--- config.mk ---
export PLATFORM = sky130hd
export DESIGN_NAME = client_tilelink_finish_unit
export DESIGN_NICKNAME = d
export VERILOG_FILES = /design/src/rtl/client_tilelink_finish_unit.sv
export SDC_FILE = /design/constraint.sdc
export NUM_CORES = 1
export LEC_CHECK = 0
export ABC_CLOCK_PERIOD_IN_PS = 3100
export BUFFER_PORTS_ARGS = -buffer_cell sky130_fd_sc_hd__buf_2
export CAP_MARGIN = 10
export CORE_UTILIZATION = 31
export DETAILED_ROUTE_END_ITERATION = 8
export GPL_ROUTABILITY_DRIVEN = 0
export HOLD_SLACK_MARGIN = 0.03
export PLACE_DENSITY = 0.84
export SYNTH_ARGS = -nofsm -noshare
export SYNTH_HDL_FRONTEND = slang
export SYNTH_SLANG_ARGS = --single-unit
--- constraint.sdc ---
create_clock -name clk -period 3.1 [get_ports clk]
set_clock_uncertainty 0.1 [all_clocks]
set_input_delay 0.31 -clock clk [delete_from_list [all_inputs] [get_ports clk]]
set_output_delay 0.31 -clock clk [all_outputs]
set_load 0.005 [all_outputs]
--- src/rtl/client_tilelink_finish_unit.sv ---
// Client-side TileLink finish generator: passes grants through, counts multibeat data,
// queues {manager_xact_id, manager_id} and issues finishes. Optional macro: CLIENT_FINISH_BYPASS_EN.
module client_tilelink_finish_unit #(
    parameter int DEPTH = 2,
    parameter int BEATS = 8
) (
    input  logic        clk,
    input  logic        reset,
    input  logic        io_in_grant_valid,
    output logic        io_in_grant_ready,
    input  logic [2:0]  io_in_grant_bits_addr_beat,
    input  logic [1:0]  io_in_grant_bits_client_xact_id,
    input  logic        io_in_grant_bits_manager_xact_id,
    input  logic        io_in_grant_bits_is_builtin_type,
    input  logic [3:0]  io_in_grant_bits_g_type,
    input  logic [63:0] io_in_grant_bits_data,
    input  logic        io_in_grant_bits_manager_id,
    output logic        io_out_grant_valid,
    input  logic        io_out_grant_ready,
    output logic [2:0]  io_out_grant_bits_addr_beat,
    output logic [1:0]  io_out_grant_bits_client_xact_id,
    output logic        io_out_grant_bits_manager_xact_id,
    output logic        io_out_grant_bits_is_builtin_type,
    output logic [3:0]  io_out_grant_bits_g_type,
    output logic [63:0] io_out_grant_bits_data,
    output logic        io_out_grant_bits_manager_id,
    output logic        io_finish_valid,
    input  logic        io_finish_ready,
    output logic        io_finish_bits_manager_xact_id,
    output logic        io_finish_bits_manager_id
);

    localparam int PW = (DEPTH > 1) ? $clog2(DEPTH) : 1;
    localparam int CW = $clog2(DEPTH + 1);
    localparam logic [2:0]    LAST_BEAT = 3'(BEATS - 1);
    localparam logic [CW-1:0] FULL_CNT  = CW'(DEPTH);

    logic [2:0]    beat_cnt_q, beat_cnt_d;
    logic [PW-1:0] wr_ptr_q, wr_ptr_d;
    logic [PW-1:0] rd_ptr_q, rd_ptr_d;
    logic [CW-1:0] count_q, count_d;
    logic [1:0]    mem_q [DEPTH];
    logic [1:0]    mem_d [DEPTH];

    logic needs_fin, multibeat, last, fifo_full, block, fire, push;
    logic fifo_valid, bypass_take, push_wr, pop_fifo;
    logic [1:0] fin_bits;

    assign io_out_grant_bits_addr_beat       = io_in_grant_bits_addr_beat;
    assign io_out_grant_bits_client_xact_id  = io_in_grant_bits_client_xact_id;
    assign io_out_grant_bits_manager_xact_id = io_in_grant_bits_manager_xact_id;
    assign io_out_grant_bits_is_builtin_type = io_in_grant_bits_is_builtin_type;
    assign io_out_grant_bits_g_type          = io_in_grant_bits_g_type;
    assign io_out_grant_bits_data            = io_in_grant_bits_data;
    assign io_out_grant_bits_manager_id      = io_in_grant_bits_manager_id;

    always_comb begin
        needs_fin = !io_in_grant_bits_is_builtin_type;
        multibeat = (io_in_grant_bits_is_builtin_type && io_in_grant_bits_g_type == 4'd5) ||
                    (!io_in_grant_bits_is_builtin_type && io_in_grant_bits_g_type <= 4'd1);
        last      = !multibeat || (beat_cnt_q == LAST_BEAT);
        fifo_full = (count_q == FULL_CNT);
        // Only the beat that would push into a full FIFO is held back.
        block     = needs_fin && last && fifo_full;

        io_in_grant_ready  = reset && io_out_grant_ready && !block;
        io_out_grant_valid = reset && io_in_grant_valid && !block;
        fire = io_in_grant_valid && io_in_grant_ready;
        push = fire && needs_fin && last;

        fifo_valid  = (count_q != '0);
        fin_bits    = fifo_valid ? mem_q[rd_ptr_q] : 2'b00;
        io_finish_valid = fifo_valid;
        bypass_take = 1'b0;
`ifdef CLIENT_FINISH_BYPASS_EN
        if (!fifo_valid && push) begin
            io_finish_valid = 1'b1;
            fin_bits        = {io_in_grant_bits_manager_xact_id, io_in_grant_bits_manager_id};
            bypass_take     = io_finish_ready;
        end
`endif
        io_finish_bits_manager_xact_id = fin_bits[1];
        io_finish_bits_manager_id      = fin_bits[0];

        push_wr  = push && !bypass_take;
        pop_fifo = fifo_valid && io_finish_ready;

        beat_cnt_d = beat_cnt_q;
        if (fire && multibeat) begin
            beat_cnt_d = (beat_cnt_q == LAST_BEAT) ? 3'd0 : beat_cnt_q + 3'd1;
        end

        mem_d    = mem_q;
        wr_ptr_d = wr_ptr_q;
        if (push_wr) begin
            mem_d[wr_ptr_q] = {io_in_grant_bits_manager_xact_id, io_in_grant_bits_manager_id};
            wr_ptr_d        = wr_ptr_q + PW'(1);
        end
        rd_ptr_d = pop_fifo ? rd_ptr_q + PW'(1) : rd_ptr_q;

        count_d = count_q;
        if (push_wr && !pop_fifo) begin
            count_d = count_q + CW'(1);
        end else if (!push_wr && pop_fifo) begin
            count_d = count_q - CW'(1);
        end
    end

    always_ff @(posedge clk) begin
        if (!reset) begin
            beat_cnt_q <= 3'd0;
            wr_ptr_q   <= '0;
            rd_ptr_q   <= '0;
            count_q    <= '0;
        end else begin
            beat_cnt_q <= beat_cnt_d;
            wr_ptr_q   <= wr_ptr_d;
            rd_ptr_q   <= rd_ptr_d;
            count_q    <= count_d;
        end
    end

    // Entry storage carries no reset; the output is masked while the FIFO is empty.
    always_ff @(posedge clk) begin
        mem_q <= mem_d;
    end

endmodule
==> impl_summary.log, run 1 <==
INFO  metric run_status = completed
INFO  metric synth_compound_gate_area_share = 0.0732
INFO  metric wl_met2 = approximately 930 um
INFO  metric fp.dieW = roughly 64 um
INFO  metric dp_cells = approximately 130
INFO  metric worstReg2RegEnd = count_q[1]$_SDFFE_PN0P_
INFO  metric drive_gt1_frac = 0.395
INFO  metric synthesis.area_per_instance = 9.01 um2
INFO  metric placement.io_buffers = 23
INFO  metric grt_pass1_wl = 2.93 mm
INFO  metric maxCapViolCount = 0
INFO  metric top_ports = around 160
INFO  metric netlist.top_cell.by_area = sky130_fd_sc_hd__buf_4
INFO  metric worstPathMaxFanout = 5
INFO  metric grt_antenna_before_repair = 0
INFO  metric comb_power_share = 0.290
INFO  metric detailedPlace.worstSlack = around 0.79 ns
INFO  metric regToRegStartpoint = beat_cnt_q[0]$_SDFFE_PN0P_
INFO  metric ys_dominant_reg_cell = sky130_fd_sc_hd__dfxtp_1
INFO  metric combinational_family_with_the_most_area_after_synthesis = buffers and inverters
INFO  metric clk-insertion-delay-late = approximately 0.23 ns
INFO  metric netlist_instances = 131
INFO  metric detail_route.vias_per_cell = ~4.5
INFO  metric p_per_area = 562 nW/um2
INFO  metric yosysSeqAreaShare = 0.221
INFO  metric slew_hr = 0.706
INFO  metric crit_start = beat_cnt_q[0]$_SDFFE_PN0P_
INFO  metric yosysWarningCount = 0
INFO  metric synthMuxAreaShare = 0.0170
INFO  metric sequentialPowerShare = 0.407
INFO  metric first_global_vias = approximately 600
INFO  metric crit_arrival = 2.38 ns
INFO  metric hold_buf_count_cts = 0
INFO  metric post_synth_instance_area = approximately 1200 um2
INFO  metric cts_made_buffers = 3
INFO  metric synth_async_sr_flop_share = 0
INFO  metric cts.root.buffer_cell = sky130_fd_sc_hd__clkbuf_8
INFO  metric cts_tree = yes
INFO  metric initial_core_utilization = 0.322
INFO  metric filler_cell_count = slightly above 400
INFO  metric total_half_perimeter_wirelength_after_legalization_and_detailed_placement = roughly 1.6 mm
INFO  metric setup_ws = 0.779 ns
INFO  metric multiInputGateArea = roughly 340 um2
INFO  metric area.growth.synth_to_final = -30.3%
INFO  metric timing.final.crit_share = 0.749
INFO  metric fin_tns_setup = 0 ns
INFO  metric fin_util = 0.225
INFO  metric final-hold-violation-count = 0
INFO  metric fp-row-count = 22
INFO  metric r2r_setup_slack = slightly below 0.8 ns
INFO  metric power = 462 uW
INFO  metric worst_margin_pin_slew = 0.437 ns
INFO  metric synth_cell_type_count = 26
INFO  metric drtPass1Iterations = 4
INFO  metric wl_per_cell = ~15 um
INFO  metric postCtsSetupBuffers = 0
INFO  metric post_cts_resize_count = 0
INFO  metric track_usage = 0.0956
INFO  metric routed-via-count = roughly 590
INFO  metric die_height = around 64 um
INFO  metric die-area = between 4000 and 5000 um2
INFO  metric cts.path.max_buffers = 2
INFO  metric met1Wirelength = 620 um
INFO  metric global_route.overflow_total = 0
INFO  metric synth_common_cells = sky130_fd_sc_hd__buf_4, sky130_fd_sc_hd__dfxtp_1, sky130_fd_sc_hd__nor2_1
INFO  metric critical_path_required = roughly 3.2 ns
INFO  metric drt-initial-drc-count = 11
INFO  metric whs = about 0.18 ns
INFO  metric clock_power_share = 0.303
INFO  metric leakage = between 0.3 and 0.4 nW
INFO  metric grt_max_degree = 11
INFO  metric worst_setup_path_endpoint = count_q[1]$_SDFFE_PN0P_
INFO  metric crit_path_capture_type = flip-flop
INFO  metric worst_setup_hold_path_clk_slew = approximately 0.05 ns
INFO  metric synthMostInstantiatedCell = sky130_fd_sc_hd__buf_4
INFO  metric stdcell_area = approximately 800 um2
INFO  metric netSwitchingFraction = 0.291
INFO  metric route.met3.wl = roughly 260 um
INFO  metric area_share_of_the_largest_cell_type_after_synthesis = 0.490
INFO  metric clock_tree.htree_level_count = 1
INFO  metric fmax = ~430 MHz
INFO  metric netSwitchingPower = 134 uW
INFO  metric postSynthNetCount = about 220
INFO  metric placed_area = roughly 780 um2
INFO  metric layoutNonFillerInstCount = between 100 and 150
INFO  metric synth_fa_ha_area_frac = 0.0318
INFO  metric number_of_flops_mapped_to_enable_cells_by_yosys = 4
INFO  metric core_region_area = 3660 um2
INFO  metric top_layer_used = met4
INFO  metric power_report.internal_total = 328 uW
INFO  metric antenna_left = 0
INFO  metric yosys_register_bits = 11
INFO  metric rsz0062_at_grt = false
INFO  metric finalCriticalPeriod = approximately 2.3 ns
INFO  metric design.final.nets = about 170
INFO  metric synth_xor_area_frac = 0.0297
INFO  metric power.ir.vdd_worst = roughly 0.27 mV
INFO  metric synth_simple_gate_area_share = 0.135
INFO  metric area_contributors_post_synth = sky130_fd_sc_hd__buf_4, sky130_fd_sc_hd__dfxtp_1, sky130_fd_sc_hd__edfxtp_1
INFO  metric rr_worst_depth = 7
INFO  metric tritoncts_num_sinks = 11
INFO  metric setup_violations = 0
INFO  metric startpoint_type_of_the_worst_setup_path = flip-flop
INFO  metric antenna-diode-count = 0
INFO  metric worst-setup-path-type = reg2reg
INFO  metric worstHoldPathType = in2reg
INFO  metric drc = 0
INFO  metric route.final.wire_length = 1.88 mm
INFO  metric slew_violations = 0
INFO  metric register_area = ~260 um2
-- worst min-delay path by stage --
stage / from / to / cells after the start / slack, ns
after floorplan: io_in_grant_bits_manager_id / mem_q[0]$_DFFE_PP_ / 0 / 0.31
after global placement: beat_cnt_q[1]$_SDFFE_PN0P_ / beat_cnt_q[1]$_SDFFE_PN0P_ / 1 / 0.36
after detailed placement: beat_cnt_q[1]$_SDFFE_PN0P_ / beat_cnt_q[1]$_SDFFE_PN0P_ / 1 / 0.38
after CTS: io_in_grant_bits_manager_xact_id / mem_q[3]$_DFFE_PP_ / 1 / 0.17
after global routing: io_in_grant_bits_manager_xact_id / mem_q[3]$_DFFE_PP_ / 1 / 0.18
final: io_in_grant_bits_manager_xact_id / mem_q[3]$_DFFE_PP_ / 1 / 0.18
-- placed cells by master (no fill, tap or decap) --
| master | n |
|---|---|
| sky130_fd_sc_hd__and2_1 | 4 |
| sky130_fd_sc_hd__clkbuf_8 | 3 |
| sky130_fd_sc_hd__nor3_1 | 1 |
| sky130_fd_sc_hd__a31o_1 | 3 |
| sky130_fd_sc_hd__inv_1 | 1 |
| sky130_fd_sc_hd__ha_1 | 3 |
| sky130_fd_sc_hd__clkbuf_1 | 1 |
| sky130_fd_sc_hd__mux2i_1 | 2 |
| sky130_fd_sc_hd__xnor2_1 | 3 |
| sky130_fd_sc_hd__nor4_4 | 1 |
| sky130_fd_sc_hd__nor4_1 | 1 |
| sky130_fd_sc_hd__nand4b_1 | 1 |
| sky130_fd_sc_hd__a21boi_0 | 1 |
| sky130_fd_sc_hd__o311a_4 | 1 |
| sky130_fd_sc_hd__o21ai_0 | 2 |
| sky130_fd_sc_hd__buf_2 | 23 |
| sky130_fd_sc_hd__nor2b_1 | 1 |
| sky130_fd_sc_hd__xor2_1 | 1 |
| sky130_fd_sc_hd__dfxtp_1 | 7 |
| sky130_fd_sc_hd__nand2_4 | 1 |
| sky130_fd_sc_hd__and3_1 | 4 |
| sky130_fd_sc_hd__nand2b_4 | 1 |
| sky130_fd_sc_hd__o211a_2 | 1 |
| sky130_fd_sc_hd__edfxtp_1 | 4 |
| sky130_fd_sc_hd__o311a_2 | 1 |
| sky130_fd_sc_hd__nor2_1 | 6 |
| sky130_fd_sc_hd__nand2_1 | 2 |
| sky130_fd_sc_hd__or3_1 | 1 |
-- flip-flops by register name (all words and copies together) (netlist names) --
register    flops
mem_q           4
beat_cnt_q      3
count_q         2
rd_ptr_q        1
wr_ptr_q        1
-- worst max-delay path, stage by stage (launching register included) --
cell and delay (ns):
sky130_fd_sc_hd__dfxtp_1 0.32, sky130_fd_sc_hd__ha_1 0.20, sky130_fd_sc_hd__ha_1 0.22, sky130_fd_sc_hd__nor4_4 0.37, sky130_fd_sc_hd__nor3_1 0.13, sky130_fd_sc_hd__ha_1 0.36
sky130_fd_sc_hd__or3_1 0.39, sky130_fd_sc_hd__a21boi_0 0.17
-- logic make-up (layout without fill, tap and decap cells) --
logic type	Yosys count	in the layout
xor gates and xnor gates	4	4
muxes	2	2
buffers and inverters	78	28
AOI/OAI and AO/OA	9	9
and+or+nand+nor	24	24
DFF	11	11
adders and majority gates	3	3
-- metal layers --
layer  up-vias  global-route usage
met5         -                   0
met4         0              0.0511
met3        16              0.0761
met2        60               0.156
met1       254              0.0828
li1        255                   -
-- power groups by stage --
stage / sequential, mW / combinational [mW] / clock [mW]
6_report: 0.188 / 0.134 / 0.140
5_1_grt: 0.190 / 0.153 / 0.153
4_1_cts: 0.189 / 0.137 / 0.146
3_5_place_dp: 0.192 / 0.136 / 0
3_3_place_gp: 0.190 / 0.131 / 0
2_1_floorplan: 0.187 / 0.167 / 0
-- final cells by class --
type,count,area share
Inverter,1,0.00457
Sequential cell,11,0.317
Clock buffer,4,0.0548
Multi-Input combinational cell,42,0.411
Tap cell,48,0.0731
Timing Repair Buffer,23,0.140
(Power assumes the default switching activity.)
==> run 2, diff against run 1 <==
--- a/config.mk
+++ b/config.mk
@@ -5,14 +5,14 @@
 export SDC_FILE = /design/constraint.sdc
 export NUM_CORES = 1
 export LEC_CHECK = 0
-export ABC_CLOCK_PERIOD_IN_PS = 3100
+export ABC_CLOCK_PERIOD_IN_PS = 1880
 export BUFFER_PORTS_ARGS = -buffer_cell sky130_fd_sc_hd__buf_2
 export CAP_MARGIN = 10
-export CORE_UTILIZATION = 31
+export CORE_UTILIZATION = 28
 export DETAILED_ROUTE_END_ITERATION = 8
 export GPL_ROUTABILITY_DRIVEN = 0
 export HOLD_SLACK_MARGIN = 0.03
-export PLACE_DENSITY = 0.84
+export PLACE_DENSITY = 0.8
 export SYNTH_ARGS = -nofsm -noshare
 export SYNTH_HDL_FRONTEND = slang
 export SYNTH_SLANG_ARGS = --single-unit
==> constraint.sdc (replaced) <==
create_clock -name clk -period 1.88 [get_ports clk]
set_clock_uncertainty 0.1 [all_clocks]
set_input_delay 0.188 -clock clk [delete_from_list [all_inputs] [get_ports clk]]
set_output_delay 0.188 -clock clk [all_outputs]
set_load 0.005 [all_outputs]
==> run 2 against run 1 <==
  * The run now ends with negative setup slack left
  * Via count down 1.0%
  * Non-clock buffer count is 4 higher
  * Global-route usage down 1.5 points
  * Maximum frequency up 23%
  * Critical endpoint unchanged
  * Largest power group unchanged
==> impl_summary.log, run 2 (synthesis results as in run 1) <==
INFO  metric run_status = finished with violations
INFO  metric violated_checks = negative setup slack
INFO  metric fin_util = 0.225
INFO  metric slew_hr = 0.664
INFO  metric r2r_setup_slack = -0.001 ns
INFO  metric stdcell_area = between 900 and 1000 um2
INFO  metric grt_antenna_before_repair = 0
INFO  metric clk-insertion-delay-late = ~0.23 ns
INFO  metric wl_per_cell = around 13 um
INFO  metric fmax = 532 MHz
INFO  metric grt_max_degree = 11
INFO  metric setup_violations = 1
INFO  metric core_region_area = slightly above 4000 um2
INFO  metric worstPathMaxFanout = 2
INFO  metric whs = 0.0596 ns
INFO  metric worst-setup-path-type = reg2reg
INFO  metric placement.io_buffers = 23
INFO  metric fin_tns_setup = -0.00122 ns
INFO  metric rsz0062_at_grt = true
INFO  metric routed-via-count = 579
INFO  metric crit_arrival = a little under 2 ns
INFO  metric worst_margin_pin_slew = 0.499 ns
INFO  metric setup_ws = -0.00122 ns
INFO  metric route.final.wire_length = about 1.8 mm
INFO  metric timing.critical_path.slowest_cell_delay = between 0.3 and 0.4 ns
INFO  metric cts.root.buffer_cell = sky130_fd_sc_hd__clkbuf_8
INFO  metric finalCriticalPeriod = roughly 1.9 ns
INFO  metric worst_path_max_delay_cell = sky130_fd_sc_hd__or3_1
INFO  metric worstHoldPathType = in2reg
INFO  metric cts_tree = yes
INFO  metric largest_reg_flops = 4
INFO  metric p_per_area = ~850 nW/um2
INFO  metric top_ports = between 150 and 200
INFO  metric initial_core_utilization = 0.293
INFO  metric layout_common_cells = sky130_fd_sc_hd__buf_2, sky130_fd_sc_hd__nor2_1, sky130_fd_sc_hd__dfxtp_1
INFO  metric layout.cells.most_common = sky130_fd_sc_hd__buf_2
INFO  metric placed_area = 822 um2
INFO  metric area.growth.synth_to_final = -23.1%
INFO  metric drtPass1Iterations = 3
INFO  metric fp-row-count = 23
INFO  metric die-area = approximately 4500 um2
INFO  metric cts.path.max_buffers = 2
INFO  metric largest_registers = mem_q (4), beat_cnt_q (3), count_q (2)
INFO  metric worst_setup_hold_path_clk_slew = around 0.050 ns
INFO  metric antenna_left = 0
INFO  metric clock_tree.htree_level_count = 1
INFO  metric crit_path_capture_type = flip-flop
INFO  metric most_common_cell_type_on_the_critical_path = sky130_fd_sc_hd__ha_4
INFO  metric startpoint_type_of_the_worst_setup_path = flip-flop
INFO  metric power.ir.vdd_worst = about 0.30 mV
INFO  metric track_usage = 0.0810
INFO  metric first_global_vias = ~600
INFO  metric critical_path_required = 1.94 ns
INFO  metric detail_route.vias_per_cell = around 4.3
INFO  metric filler_cell_count = 447
INFO  metric fp.dieW = about 67 um
INFO  metric largest-register = mem_q
INFO  metric grt_pass1_wl = about 2.8 mm
INFO  metric timing.final.crit_share = 1.00
INFO  metric tritoncts_num_sinks = 11
INFO  metric drive_gt1_frac = 0.506
INFO  metric drt-initial-drc-count = 7
INFO  metric global_route.overflow_total = 0
INFO  metric worstPathCellList = ha_4 > ha_4 > nor4_4 > nor3_2 > ha_2 > xor2_1 > or3_1 > a21boi_1
INFO  metric cts_made_buffers = 3
INFO  metric die_height = roughly 67 um
INFO  metric total_half_perimeter_wirelength_after_legalization_and_detailed_placement = approximately 1.5 mm
INFO  metric slew_violations = 0
INFO  metric maxCapViolCount = 0
INFO  metric drc = 0
INFO  metric leakage = ~0.38 nW
INFO  metric antenna-diode-count = 0
INFO  metric design.final.nets = 170
INFO  metric final-hold-violation-count = 0
[run 2: layout make-up]
| cell class | instances | area, um2 | share of cell area |
|---|---|---|---|
| well taps | 50 | 62.6 | 0.0690 |
| clock buffers | 4 | 45.0 | 0.0497 |
| multi-input cells | 42 | 375 | 0.414 |
| inverters | 1 | 3.75 | 0.00414 |
| repair buffers | 27 | 155 | 0.171 |
| flip-flops and latches | 11 | 265 | 0.292 |
[run 2: worst paths after layout]
| path | from | endpoint | depth (start not counted) |
|---|---|---|---|
| worst max-delay path | beat_cnt_q[0]$_SDFFE_PN0P_ | count_q[1]$_SDFFE_PN0P_ | 8 |
| worst max register to register | beat_cnt_q[0]$_SDFFE_PN0P_ | count_q[1]$_SDFFE_PN0P_ | 8 |
| worst min-delay path | io_in_grant_bits_manager_id | mem_q[2]$_DFFE_PP_ | 1 |
| worst min register to register | beat_cnt_q[2]$_SDFFE_PN0P_ | beat_cnt_q[2]$_SDFFE_PN0P_ | 1 |
[run 2: timing repair]
| action | in CTS | in global routing |
|---|---|---|
| resized for setup | 0 | 4 |
| setup buffers | 0 | 3 |
| hold buffers | 0 | 0 |
| pin swaps | 1 | 1 |
| endpoints found under the hold margin | 0 | 0 |
| endpoints found under the setup margin | 2 | 3 |
[run 2: power breakdown]
part           internal, mW  switching, mW  total [mW]
Combinational         0.126          0.103       0.229
Clock                 0.148         0.0804       0.229
Sequential            0.273         0.0365       0.310
Total                 0.548          0.220       0.768
[run 2: metrics by stage]
| step | instances | setup WS [ns] | power [mW] |
|---|---|---|---|
| global placement | 128 | 0.0610 | 0.537 |
| global route | 135 | -0.114 | 0.827 |
| floorplan | 131 | 0.00569 | 0.586 |
| detailed placement | 128 | 0.000490 | 0.542 |
| CTS | 132 | -0.0101 | 0.774 |
| finish | 135 | -0.00122 | 0.768 |
[run 2: worst max-delay path, delay by kind of cell, from the launching register on]
kind / cells / cell delay (ns)
compound gates: 1 / 0.12
xor+xnor: 1 / 0.14
fa+ha+maj: 3 / 0.49
flops: 1 / 0.34
simple gates: 3 / 0.62
[run 2: layer usage]
metal,vias up,track usage,wire length [um]
met4,0,0.0585,48
met2,46,0.122,859
met5,-,0,0
met3,12,0.0497,253
met1,261,0.0806,632
li1,260,-,-
==> run 3, diff against run 2 <==
--- a/config.mk
+++ b/config.mk
@@ -12,7 +12,7 @@
 export DETAILED_ROUTE_END_ITERATION = 8
 export GPL_ROUTABILITY_DRIVEN = 0
 export HOLD_SLACK_MARGIN = 0.03
-export PLACE_DENSITY = 0.8
+export PLACE_DENSITY = 0.77
 export SYNTH_ARGS = -nofsm -noshare
 export SYNTH_HDL_FRONTEND = slang
 export SYNTH_SLANG_ARGS = --single-unit
==> run 3 against run 2 <==
  * The run now ends clean
  * Worst hold slack barely moved
  * Cell area fell by 2.8%
  * Utilization fell by 0.62 points
  * Non-clock buffer count fell by 1
  * Sequential power barely moved
  * Die area did not move
  * Final cell count fell by 0.74%
  * Register-to-register slack barely moved
  * Via count fell by 0.35%
  * Maximum frequency rose by 0.56%
  * Setup slack improved by 0.010 ns
  * Critical path type unchanged
  * Largest power group unchanged
==> impl_summary.log, run 3 (synthesis results as in run 1) <==
INFO  metric run_status = completed
INFO  metric worstReg2RegEnd = count_q[1]$_SDFFE_PN0P_
INFO  metric drive_gt1_frac = 0.488
INFO  metric clock_power_share = 0.304
INFO  metric r2r_setup_slack = 0.009 ns
INFO  metric dp_cells = between 100 and 150
INFO  metric fin_tns_setup = 0 ns
INFO  metric clock_tree.htree_level_count = 1
INFO  metric wl_per_cell = 13.3 um
INFO  metric placement.io_buffers = 23
INFO  metric core_region_area = between 4000 and 5000 um2
INFO  metric layoutNonFillerInstCount = ~130
INFO  metric sequentialPowerShare = 0.401
INFO  metric fp.dieW = approximately 67 um
INFO  metric slew_violations = 0
INFO  metric netSwitchingPower = roughly 220 uW
INFO  metric crit_arrival = 1.94 ns
INFO  metric fmax = between 500 and 600 MHz
INFO  metric detailedPlace.worstSlack = ~0.024 ns
INFO  metric die-area = between 4000 and 5000 um2
INFO  metric hold-path-endpoint = mem_q[0]$_DFFE_PP_
INFO  metric total_half_perimeter_wirelength_after_legalization_and_detailed_placement = roughly 1.5 mm
INFO  metric cts.root.buffer_cell = sky130_fd_sc_hd__clkbuf_8
INFO  metric filler_cell_count = roughly 450
INFO  metric power.ir.vdd_worst = approximately 0.32 mV
INFO  metric layout.cells.most_common = sky130_fd_sc_hd__buf_2
INFO  metric antenna-diode-count = 0
INFO  metric drt-initial-drc-count = 12
INFO  metric comb_power_share = 0.295
INFO  metric worst-setup-path-type = reg2reg
INFO  metric grt_pass1_wl = roughly 2.4 mm
INFO  metric antenna_left = 0
INFO  metric worst_margin_pin_slew = around 0.51 ns
INFO  metric tritoncts_num_sinks = 11
INFO  metric regToRegStartpoint = beat_cnt_q[0]$_SDFFE_PN0P_
INFO  metric grt_antenna_before_repair = 0
INFO  metric netSwitchingFraction = 0.288
INFO  metric global_route.overflow_total = 0
INFO  metric worst_setup_hold_path_clk_slew = 0.05 ns
INFO  metric layout_common_cells = sky130_fd_sc_hd__buf_2, sky130_fd_sc_hd__nor2_1, sky130_fd_sc_hd__dfxtp_1
INFO  metric largest-register = mem_q
INFO  metric power = approximately 770 uW
INFO  metric clk-insertion-delay-late = around 0.24 ns
INFO  metric multiInputGateArea = about 370 um2
INFO  metric routed-via-count = approximately 580
INFO  metric first_global_vias = ~570
INFO  metric critical_path_required = just under 2 ns
INFO  metric p_per_area = around 870 nW/um2
INFO  metric maxCapViolCount = 0
INFO  metric drc = 0
INFO  metric timing.hold.worst.start = io_in_grant_bits_manager_id
INFO  metric worstPathMaxFanout = 3
INFO  metric postCtsSetupBuffers = 0
INFO  metric fp-row-count = 23
INFO  metric cts.path.max_buffers = 2
INFO  metric cts_tree = yes
INFO  metric cts_made_buffers = 3
INFO  metric top_ports = roughly 160
INFO  metric hold_buf_count_cts = 0
INFO  metric area.growth.synth_to_final = -25.2%
INFO  metric rsz0062_at_grt = true
INFO  metric detail_route.vias_per_cell = between 4 and 5
INFO  metric design.final.nets = 169
INFO  metric setup_violations = 0
INFO  metric register_area = approximately 260 um2
INFO  metric post_cts_resize_count = 0
INFO  metric grt_max_degree = 11
INFO  metric initial_core_utilization = 0.293
INFO  metric route.final.wire_length = roughly 1.8 mm
INFO  metric track_usage = 0.0734
INFO  metric largest_reg_flops = 4
INFO  metric fin_util = 0.219
INFO  metric final-hold-violation-count = 0
INFO  metric die_height = 66.9 um
INFO  metric setup_ws = about 0.009 ns
INFO  metric finalCriticalPeriod = 1.87 ns
INFO  metric timing.final.crit_share = 0.995
INFO  metric leakage = 0.377 nW
INFO  metric slew_hr = 0.659
INFO  metric drtPass1Iterations = 2
INFO  metric holdPathStages = 1
INFO  metric power_report.internal_total = 548 uW
INFO  metric startpoint_type_of_the_worst_setup_path = flip-flop
INFO  metric crit_path_capture_type = flip-flop
INFO  metric rr_worst_depth = 8
INFO  metric worstHoldPathType = in2reg
INFO  metric largest_registers = mem_q (4), beat_cnt_q (3), count_q (2)
run 3: critical path, stage by stage, from the launching register on:
cell                       delay (ns)
sky130_fd_sc_hd__dfxtp_2         0.34
sky130_fd_sc_hd__ha_4            0.16
sky130_fd_sc_hd__ha_4            0.16
sky130_fd_sc_hd__nor4_4          0.16
sky130_fd_sc_hd__nor3_2          0.08
sky130_fd_sc_hd__ha_2            0.18
sky130_fd_sc_hd__xor2_1          0.14
sky130_fd_sc_hd__or3_1           0.37
sky130_fd_sc_hd__a21boi_1        0.11
run 3: power by group through the flow:
stage	Sequential, mW	Clock [mW]	Combinational [mW]
after floorplan	0.308	0	0.278
after global placement	0.313	0	0.225
after detailed placement	0.315	0	0.229
after CTS	0.309	0.240	0.230
after global routing	0.312	0.253	0.258
final	0.309	0.234	0.227
run 3: routing by layer:
layer | wire length [um] | global-route usage | up-vias
met3 | 230 | 0.0445 | 12
met2 | 880 | 0.115 | 39
li1 | - | - | 261
met1 | 601 | 0.0631 | 265
met4 | 68 | 0.0718 | 0
met5 | 0 | 0 | -
run 3: how the worst max path moves through the flow:
stage | startpoint | slack, ns | to
floorplan | beat_cnt_q[0]$_SDFFE_PN0P_ | 0.006 | count_q[1]$_SDFFE_PN0P_
global placement | beat_cnt_q[0]$_SDFFE_PN0P_ | 0.06 | count_q[1]$_SDFFE_PN0P_
detailed placement | beat_cnt_q[0]$_SDFFE_PN0P_ | 0.02 | count_q[1]$_SDFFE_PN0P_
CTS | beat_cnt_q[0]$_SDFFE_PN0P_ | 0.008 | io_in_grant_ready
global route | beat_cnt_q[0]$_SDFFE_PN0P_ | -0.08 | count_q[1]$_SDFFE_PN0P_
finish | beat_cnt_q[0]$_SDFFE_PN0P_ | 0.009 | count_q[1]$_SDFFE_PN0P_
run 3: stage by stage:
| step | cell area (um2) | hold slack (ns) |
|---|---|---|
| 6_report | 882 | 0.0601 |
| 5_1_grt | 882 | 0.0490 |
| 4_1_cts | 875 | 0.0559 |
| 3_5_place_dp | 830 | 0.276 |
| 3_3_place_gp | 830 | 0.276 |
| 2_1_floorplan | 1210 | 0.187 |
run 3: cell type report:
cell class / instances / area share
inverters: 1 / 0.00426
clock buffers: 4 / 0.0511
multi-input cells: 42 / 0.420
flip-flops and latches: 11 / 0.298
repair buffers: 26 / 0.156
well taps: 50 / 0.0709
